### src/rtl/fp16_pkg.sv
// Shared definitions for the half-precision add/subtract controller:
// FSM encoding, field widths, special constants and the operand unpack helper.
package fp16_pkg;

    localparam int unsigned FP_W   = 16;
    localparam int unsigned EXP_W  = 5;
    localparam int unsigned FRAC_W = 10;
    localparam int unsigned MANT_W = 13;          // {hidden, frac, 2 guard bits}
    localparam int unsigned SUM_W  = MANT_W + 1;  // adds one carry bit
    localparam int unsigned BIAS   = 15;

    localparam logic [FP_W-1:0]  QNAN    = 16'h7E00;
    localparam logic [FP_W-1:0]  POS_INF = 16'h7C00;
    localparam logic [EXP_W-1:0] EXP_MAX = 5'h1F;

    typedef enum logic [2:0] {
        ST_IDLE  = 3'd0,
        ST_ALIGN = 3'd1,
        ST_ADD   = 3'd2,
        ST_NORM  = 3'd3,
        ST_DONE  = 3'd4
    } state_t;

    typedef struct packed {
        logic              sign;
        logic [EXP_W-1:0]  exp;
        logic [FRAC_W-1:0] frac;
    } fp16_t;

    // Aligned operand pair handed from ALIGN to ADD.
    typedef struct packed {
        logic              nan;
        logic              eff_sub;
        logic              sign_big;
        logic              sign_sml;
        logic [EXP_W-1:0]  exp;
        logic [MANT_W-1:0] mant_big;
        logic [MANT_W-1:0] mant_sml;
    } align_t;

    // Exponent 0 is treated as zero, so subnormals flush here.
    function automatic logic [MANT_W-1:0] unpack_mant(input fp16_t x);
        return (x.exp == '0) ? '0 : {1'b1, x.frac, 2'b00};
    endfunction

endpackage

### src/rtl/compare_and_shift.sv
// Combinational alignment: picks the larger-exponent operand and right-shifts
// the other mantissa by the exponent difference.
// Ports:
//   i_a, i_b     half-precision operands
//   i_op         0 = A+B, 1 = A-B (inverts B's sign)
//   o_align_c    aligned mantissas, common exponent, signs, NaN flag
module compare_and_shift
    import fp16_pkg::*;
(
    input  logic [FP_W-1:0] i_a,
    input  logic [FP_W-1:0] i_b,
    input  logic            i_op,
    output align_t          o_align_c
);

    fp16_t             w_a;
    fp16_t             w_b;
    logic              w_b_sign;
    logic              w_a_big;
    logic [EXP_W-1:0]  w_diff;
    logic [MANT_W-1:0] w_mant_a;
    logic [MANT_W-1:0] w_mant_b;
    logic [MANT_W-1:0] w_mant_sml_raw;

    assign w_a = i_a;
    assign w_b = i_b;

    always_comb begin
        o_align_c      = '0;
        w_b_sign       = w_b.sign ^ i_op;
        w_a_big        = (w_a.exp >= w_b.exp);
        w_diff         = w_a_big ? (w_a.exp - w_b.exp) : (w_b.exp - w_a.exp);
        w_mant_a       = unpack_mant(w_a);
        w_mant_b       = unpack_mant(w_b);
        w_mant_sml_raw = w_a_big ? w_mant_b : w_mant_a;

        o_align_c.nan      = (w_a.exp == EXP_MAX) || (w_b.exp == EXP_MAX);
        o_align_c.eff_sub  = w_a.sign ^ w_b_sign;
        o_align_c.sign_big = w_a_big ? w_a.sign : w_b_sign;
        o_align_c.sign_sml = w_a_big ? w_b_sign : w_a.sign;
        o_align_c.exp      = w_a_big ? w_a.exp : w_b.exp;
        o_align_c.mant_big = w_a_big ? w_mant_a : w_mant_b;
        // A shift of 13 or more moves every bit out.
        o_align_c.mant_sml = (w_diff >= EXP_W'(MANT_W)) ? '0 : (w_mant_sml_raw >> w_diff);
    end

endmodule

### src/rtl/fp16_addsub_ctrl.sv
// Multi-cycle IEEE-754 half-precision adder/subtractor with valid/ready
// handshakes on both sides. Truncating rounding, subnormals flushed to zero.
// Ports:
//   clk, rst_n             clock, async active-low reset
//   in_valid / in_ready    operation handshake (ready only in IDLE)
//   a, b, op               operands, 0 = A+B, 1 = A-B
//   out_valid / out_ready  result handshake (result held until accepted)
//   result                 half-precision result
//   busy                   high in every state except IDLE
module fp16_addsub_ctrl
    import fp16_pkg::*;
(
    input  logic            clk,
    input  logic            rst_n,
    input  logic            in_valid,
    output logic            in_ready,
    input  logic [FP_W-1:0] a,
    input  logic [FP_W-1:0] b,
    input  logic            op,
    output logic            out_valid,
    input  logic            out_ready,
    output logic [FP_W-1:0] result,
    output logic            busy
);

    state_t            r_state;
    state_t            w_state_nxt;

    logic [FP_W-1:0]   r_a;
    logic [FP_W-1:0]   r_b;
    logic              r_op;
    align_t            r_align;
    align_t            w_align_c;

    logic              r_sign;
    logic [EXP_W-1:0]  r_exp;
    logic [SUM_W-1:0]  r_mant;
    logic              r_nan;

    logic [FP_W-1:0]   r_result;
    logic              r_out_valid;
    logic              r_in_ready;
    logic              r_busy;

    logic              w_in_xfer;
    logic [SUM_W-1:0]  w_sum;
    logic              w_sum_sign;

    logic [SUM_W-1:0]  w_shl;
    logic [EXP_W-1:0]  w_exp_inc;
    logic [EXP_W-1:0]  w_exp_dec;
    logic              w_nm_done;
    logic [SUM_W-1:0]  w_nm_mant;
    logic [EXP_W-1:0]  w_nm_exp;
    logic [FP_W-1:0]   w_nm_result;

    assign w_in_xfer = in_valid && r_in_ready;

    assign in_ready  = r_in_ready;
    assign out_valid = r_out_valid;
    assign result    = r_result;
    assign busy      = r_busy;

    // Alignment of the captured operands.
    compare_and_shift u_align (
        .i_a       (r_a),
        .i_b       (r_b),
        .i_op      (r_op),
        .o_align_c (w_align_c)
    );

    // Mantissa add / magnitude subtract on the aligned pair.
    always_comb begin
        w_sum      = '0;
        w_sum_sign = r_align.sign_big;
        if (!r_align.eff_sub) begin
            w_sum = {1'b0, r_align.mant_big} + {1'b0, r_align.mant_sml};
        end else if (r_align.mant_big >= r_align.mant_sml) begin
            w_sum = {1'b0, r_align.mant_big} - {1'b0, r_align.mant_sml};
        end else begin
            // Equal exponents with B larger: the smaller-exponent slot holds the bigger value.
            w_sum      = {1'b0, r_align.mant_sml} - {1'b0, r_align.mant_big};
            w_sum_sign = r_align.sign_sml;
        end
    end

    // One normalisation step; the packed result is ready when w_nm_done.
    always_comb begin
        w_shl       = {r_mant[SUM_W-2:0], 1'b0};
        w_exp_inc   = r_exp + EXP_W'(1);
        w_exp_dec   = r_exp - EXP_W'(1);
        w_nm_done   = 1'b0;
        w_nm_mant   = r_mant;
        w_nm_exp    = r_exp;
        w_nm_result = '0;
        if (r_nan) begin
            w_nm_done   = 1'b1;
            w_nm_result = QNAN;
        end else if (r_mant == '0) begin
            w_nm_done   = 1'b1;
            w_nm_result = '0;
        end else if (r_mant[SUM_W-1]) begin
            // Carry out: single right shift, frac comes from bits [12:3].
            w_nm_done = 1'b1;
            if (w_exp_inc == EXP_MAX) begin
                w_nm_result = {r_sign, POS_INF[FP_W-2:0]};
            end else begin
                w_nm_result = {r_sign, w_exp_inc, r_mant[MANT_W-1 -: FRAC_W]};
            end
        end else if (r_mant[MANT_W-1]) begin
            w_nm_done   = 1'b1;
            w_nm_result = {r_sign, r_exp, r_mant[MANT_W-2 -: FRAC_W]};
        end else if (w_exp_dec == '0) begin
            w_nm_done   = 1'b1;
            w_nm_result = {r_sign, {(FP_W-1){1'b0}}};
        end else begin
            w_nm_mant = w_shl;
            w_nm_exp  = w_exp_dec;
            if (w_shl[MANT_W-1]) begin
                w_nm_done   = 1'b1;
                w_nm_result = {r_sign, w_exp_dec, w_shl[MANT_W-2 -: FRAC_W]};
            end
        end
    end

    // State register.
    always_ff @(posedge clk or negedge rst_n) begin
        if (!rst_n) begin
            r_state <= ST_IDLE;
        end else begin
            r_state <= w_state_nxt;
        end
    end

    // Next-state logic.
    always_comb begin
        w_state_nxt = r_state;
        case (r_state)
            ST_IDLE:  if (w_in_xfer) w_state_nxt = ST_ALIGN;
            ST_ALIGN: w_state_nxt = ST_ADD;
            ST_ADD:   w_state_nxt = ST_NORM;
            ST_NORM:  if (w_nm_done) w_state_nxt = ST_DONE;
            ST_DONE:  if (out_ready) w_state_nxt = ST_IDLE;
            default:  w_state_nxt = ST_IDLE;
        endcase
    end

    // Datapath registers and registered handshake outputs.
    always_ff @(posedge clk or negedge rst_n) begin
        if (!rst_n) begin
            r_a         <= '0;
            r_b         <= '0;
            r_op        <= 1'b0;
            r_align     <= '0;
            r_sign      <= 1'b0;
            r_exp       <= '0;
            r_mant      <= '0;
            r_nan       <= 1'b0;
            r_result    <= '0;
            r_out_valid <= 1'b0;
            r_in_ready  <= 1'b1;
            r_busy      <= 1'b0;
        end else begin
            case (r_state)
                ST_IDLE: begin
                    if (w_in_xfer) begin
                        r_a  <= a;
                        r_b  <= b;
                        r_op <= op;
                    end
                end
                ST_ALIGN: r_align <= w_align_c;
                ST_ADD: begin
                    r_mant <= w_sum;
                    r_sign <= w_sum_sign;
                    r_exp  <= r_align.exp;
                    r_nan  <= r_align.nan;
                end
                ST_NORM: begin
                    r_mant <= w_nm_mant;
                    r_exp  <= w_nm_exp;
                    if (w_nm_done) r_result <= w_nm_result;
                end
                default: ;
            endcase
            r_out_valid <= (w_state_nxt == ST_DONE);
            r_in_ready  <= (w_state_nxt == ST_IDLE);
            r_busy      <= (w_state_nxt != ST_IDLE);
        end
    end

endmodule

### config.mk
export PLATFORM = sky130hd
export DESIGN_NAME = fp16_addsub_ctrl
export DESIGN_NICKNAME = d
export VERILOG_FILES = /design/src/rtl/fp16_pkg.sv /design/src/rtl/compare_and_shift.sv /design/src/rtl/fp16_addsub_ctrl.sv
export SDC_FILE = /design/constraint.sdc
export NUM_CORES = 1
export LEC_CHECK = 0
export BUFFER_PORTS_ARGS = -buffer_cell sky130_fd_sc_hd__buf_2
export CAP_MARGIN = 25
export CORE_MARGIN = 5
export CORE_UTILIZATION = 40
export DETAILED_ROUTE_END_ITERATION = 7
export HOLD_SLACK_MARGIN = 0.15
export PLACE_DENSITY = 0.66
export SETUP_SLACK_MARGIN = 0.02
export SYNTH_ARGS = -nofsm -noshare
export SYNTH_HDL_FRONTEND = slang
export SYNTH_SLANG_ARGS = --single-unit
export TNS_END_PERCENT = 10
### constraint.sdc
create_clock -name clk -period 3.24 [get_ports clk]
set_input_delay 0.972 -clock clk [delete_from_list [all_inputs] [get_ports clk]]
set_output_delay 0.972 -clock clk [all_outputs]
set_load 0.005 [all_outputs]
# --- Word-level counts from Yosys, hierarchy flattened ---
# Index checks and enable logic that the tools add are counted.
word_totals:
  inputBits: 37
  register_bits: 111
classes:
  shifts: 1
  reduce_logical: 15
  n_bitwise: 2
  muxes: 42
  n_eq_ne: 13
  add_sub_neg: 7
  n_lt_le_gt_ge: 3
op_table:
  columns: ["cell", "count"]
  rows:
  - ["$mux 16", 6]
  - ["$mux 13", 7]
  - ["$mux 14", 5]
  - ["$mux 5", 7]
  - ["$pmux 14 s2", 1]
  - ["$sub 13x13->14", 2]
  - ["$eq 5x5->1 const B", 3]
  - ["$logic_not 5->1", 3]
  - ["$mux 15", 1]
  - ["$pmux 3 s5", 1]
  - ["$add 13x13->14", 1]
  - ["$logic_not 14->1", 1]
  - ["$ge 13x13->1", 1]
  - ["$shr 13x5->13", 1]
  - ["$mux 1", 10]
  - ["$ne 2x2->1 const B", 5]
  - ["$pmux 5 s2", 1]
  - ["$sub 5x5->5", 2]
  - ["$mux 3", 3]
  - ["$eq 3x2->1 const B", 2]
  - ["$eq 3x3->1 const B", 2]
  - ["$logic_not 3->1", 2]
  - ["$reduce_and 6->1", 1]
  - ["$add 5x1->5 const B", 1]
  - ["other kinds (12)", 14]

# --- Logic depth before layout (Yosys ltp) ---
depth:
  word_depth: 10
  depth_mapped: 15
  ltp_nobuf: 11

# --- Cells and area by module ---
# Synthesis repeated with hierarchy kept, for this count alone.
unflattened:
  hier_cells: 925
  area_unflattened_um2: 8141.6
modules_own_cells:
  columns: ["mod", "seq_area_each_um2", "cells_each", "area_each_um2", "instances"]
  rows:
  - ["fp16_addsub_ctrl", 2778.9, 688, 6527.5, 1]
  - ["compare_and_shift", 0.0, 237, 1614.0, 1]

# --- Least setup slack after synthesis ---
# OpenSTA, ideal clock, no wires.
synth_path:
  path_type: "reg-to-reg"
  start: "register r_a[11]"
  end: "register r_align[0] (netlist bit)"
  stages_incl_launch_ff: 11
  required_ns: 3.160
  path_slack_ns: 0.488
  path_buffers: 1
  arrival_ns: 2.672
  cell_sequence: "dfrtp_1 inv_1 ha_1 nor2b_1 o31ai_1 a21o_1 buf_6 mux2i_4 xor2_4 mux4_2 o22ai_2"
synth_between:
  elab_chain_len: 5
synth_lines:
  columns: ["item", "line_no", "source"]
  rows:
  - ["start: declaration", "fp16_addsub_ctrl.sv:29", "logic [FP_W-1:0] r_a;"]
  - ["start signal: assignment", "fp16_addsub_ctrl.sv:151", "r_a <= '0;"]
  - ["start signal: assignment", "fp16_addsub_ctrl.sv:167", "r_a <= a;"]
  - ["branches (longest 4 deep; another with $sub 5x5->5)", null, null]
  - ["$mux 13 *", "compare_and_shift.sv:44", "o_align_c.mant_sml = (w_diff >= EXP_W'(MANT_W)) ? '0 : (w_mant_sml_raw >> w_diff);"]
  - ["end signal: assignment", "fp16_addsub_ctrl.sv:172", "ST_ALIGN: r_align <= w_align_c;"]
  - ["end: declaration", "fp16_addsub_ctrl.sv:32", "align_t r_align;"]
# Mark *: on every way between the ends.
# A chain may end at the register's enable or synchronous reset.

# --- Worst setup path after layout ---
layout_path:
  start: "register r_a[11]"
  end: "register r_align[5] (netlist bit)"
# The elaborated chain is that of the path after synthesis.

==> results_dict.tcl <==
set metrics [dict create \
    outcome "completed" \
    grt_pass1_vias 5846 \
    hold_path.startpoint "result[13]" \
    final-setup-viol-count 0 \
    core_area_um2 18800 \
    grt_max_degree 45 \
    drt-initial-drc-count 407 \
    start_util 0.407 \
    fin_skew_ps 6.96 \
    ys_ff_latch 109 \
    routed_wl_um 18400 \
    slowest_stage "mux4_2" \
    cts.sinks 109 \
    min_period_over_period 0.969 \
    post_synth.cell_area_avg_um2 9.22 \
    cts_made_buffers 9 \
    synth-main-ff-cell "dfrtp_1" \
    rrSetupSlack_ps 100 \
    required_ps 3500 \
    yosysUniqueCellTypes 78 \
    maxCapViolations 0 \
    reg2reg_to "r_align[5]" \
    port_buffers 55 \
    crit_path_max_fanout 38 \
    grt_pass1_wl_um 30500 \
    cts_hold_buf 0 \
    crit_chain "inv_1, ha_1, nor2b_1, o31ai_2, a21o_1, buf_12, mux4_2, mux2_2, mux2_2, o22ai_1" \
    drt_first_pass_iters 5 \
    wl_met2_um 8460 \
    fp-row-count 50 \
    syn_nets 916 \
    crit_top_cell "mux2_2" \
    antenna_found_initial 0 \
    clk_transition_reported_paths_ps 70 \
    cp_num_buf_inv 2 \
    cts_tree "yes" \
    min_path_cells 2 \
    io_pins 56 \
    hold_viol 0 \
    grt_util_all_layers 0.168 \
    fillers 1867 \
    crit_family "multiplexers" \
    tightestPinTransition_ps 777 \
    nets 951 \
    rr_worst_depth 10 \
    max_freq_mhz 319 \
    drive_gt1_frac 0.180 \
    drt-met1-wl_um 8860 \
    dr_wl_met3_um 815 \
    fin_cells 1103 \
    ys_seq_area_frac 0.357 \
    setup.worst_path.end_class "flop" \
    dr.max_layer_used "met4" \
    syn_inst 829 \
    gp_congestion 0.892 \
    netlist_area_um2 7650 \
    overflow 0 \
    critPathMaxStageDelay_ps 500 \
    fin_hold_ws_ps 472 \
    drc 0 \
    crit_type "flop to flop" \
    reg2reg_from "r_a[11]" \
    critical_path_arrival_ps 3400 \
    diodes 0 \
    dpl-instance-area_um2 8140 \
    dpl.hpwl_um 13900 \
    die_h_um 148 \
    clk_path_buf_depth 2 \
    yosys_warnings 0 \
    area_delta_synth_final_pct 11.1 \
    placed_cells 1085 \
    synth_edf_count 0 \
    root_buffer "clkbuf_16" \
    slew_violations 0 \
    postRouteAntennaNets 0 \
    clk_latency_ps 350 \
    ctsHtreeMaxLevel 3 \
    async_reset_ff_frac 1.00 \
    max_slew_margin 0.482 \
    vias 6186 \
    final_area_um2 8500 \
    fin_crit_ps 3140 \
    whs_endpoint "result[13]" \
    min-delay-path-class "flop to flop" \
    critPathLaunchType "flop" \
    dieArea_um2 22000 \
    die_x_um 148 \
    wire_per_inst_um 16.7 \
    viasPerCell 5.61 \
]
==> per-layer routing <==
| metal | up-vias | global-route usage |
|---|---|---|
| li1 | 3086 | - |
| met1 | 2927 | 0.241 |
| met2 | 153 | 0.268 |
| met3 | 20 | 0.0271 |
| met4 | 0 | 0.0360 |
| met5 | - | 0 |
==> timing repair <==
action	in CTS	in global routing
setup buffers	0	2
setup endpoints to repair	0	8
resized for setup	0	1
hold endpoints to repair	0	0
==> synth_stat cells (all sizes together), types with 4 or more instances <==
cell type | number | area (um^2)
mux2i | 25 | 263
nor2b | 6 | 37.5
a221oi | 19 | 166
o21bai | 4 | 30.0
a211oi | 10 | 85.1
o21ai | 63 | 315
nand4 | 7 | 43.8
nand2 | 81 | 307
clkbuf | 31 | 116
nand3b | 5 | 37.5
o221ai | 4 | 35.0
nand3 | 23 | 125
mux4 | 4 | 93.8
ha | 46 | 576
nor3b | 5 | 47.5
a221o | 5 | 50.1
nor4 | 6 | 43.8
a21o | 10 | 75.1
a31oi | 8 | 50.1
xor2 | 8 | 88.8
fa | 4 | 80.1
a22oi | 14 | 105
buf | 22 | 143
nor3 | 19 | 105
xnor2 | 12 | 105
o22ai | 12 | 81.3
nor2 | 48 | 180
and2 | 8 | 50.1
dfrtp | 108 | 2700
mux2 | 40 | 450
inv | 52 | 195
nand2b | 8 | 50.1
a22o | 9 | 78.8
o31ai | 13 | 111
a21oi | 44 | 220
==> layout by cell type (no fill, tap or decap), types with 4 or more instances in the layout <==
| master | instances |
|---|---|
| nor2_1 | 47 |
| a31oi_1 | 8 |
| a21oi_1 | 44 |
| o221ai_1 | 4 |
| inv_1 | 52 |
| a221o_1 | 5 |
| o31ai_1 | 11 |
| o21ai_0 | 62 |
| nand3b_1 | 5 |
| nand2_1 | 80 |
| nand4_1 | 7 |
| nand2b_1 | 8 |
| nor3_1 | 17 |
| fa_1 | 4 |
| a22oi_1 | 14 |
| dfrtp_1 | 108 |
| ha_1 | 46 |
| a221oi_1 | 19 |
| a22o_1 | 9 |
| o22ai_1 | 11 |
| and2_1 | 8 |
| nor4_1 | 5 |
| buf_2 | 55 |
| a211oi_1 | 8 |
| a21o_1 | 10 |
| mux2_2 | 40 |
| nand3_1 | 21 |
| clkbuf_16 | 9 |
| o21bai_1 | 4 |
| xor2_1 | 7 |
| xnor2_1 | 12 |
| buf_4 | 19 |
| nor2b_1 | 6 |
| mux2i_1 | 24 |
==> logic make-up after synthesis <==
logic type / Yosys count / synth area share
buffers and inverters: 105 / 0.0594
and+or+nand+nor: 232 / 0.150
AOI/OAI and AO/OA: 244 / 0.217
adders and majority gates: 50 / 0.0857
xor gates and xnor gates: 20 / 0.0254
muxes: 69 / 0.106
DFF: 109 / 0.357
==> stage by stage <==
| step | util | setup WS (ps) | TNS [ps] |
|---|---|---|---|
| after floorplan | - | 488 | 0 |
| after global placement | 0.433 | 207 | 0 |
| after detailed placement | 0.434 | 98.4 | 0 |
| after CTS | 0.451 | 64.9 | 0 |
| after global routing | 0.453 | -23.8 | -23.8 |
| final | 0.453 | 102 | 0 |
==> cell type report <==
cell class | count | area [um^2] | share of cell area
Multi-Input combinational cell | 615 | 4480 | 0.527
Sequential cell | 109 | 2730 | 0.321
Timing Repair Buffer | 77 | 478 | 0.0562
Tap cell | 234 | 293 | 0.0345
Clock buffer | 13 | 260 | 0.0306
Inverter | 52 | 195 | 0.0230
Clock inverter | 3 | 67.6 | 0.00795
==> how the worst max path moves through the flow <==
stage	endpoint	start	depth (start not counted)
2_1_floorplan	r_align[0]	r_a[11]	10
3_3_place_gp	r_align[0]	r_a[11]	10
3_5_place_dp	r_align[5]	r_a[11]	10
4_1_cts	r_align[5]	r_a[11]	10
5_1_grt	r_align[5]	r_a[11]	10
6_report	r_align[5]	r_a[11]	10
==> worst min-delay path, cell delays in order (launching register included) <==
cell and delay (ps):
dfrtp_1 340, nand2_1 40, o21ai_0 60
==> flip-flops by register name, summed over array words and instances (netlist names), 3 cells and up <==
register / flops
r_a: 16
r_align: 33
r_b: 16
r_exp: 5
r_mant: 14
r_state: 3
result: 16
Power is not shown: default switching activity piles up to over one toggle a cycle in this logic, so the estimate is an artifact.
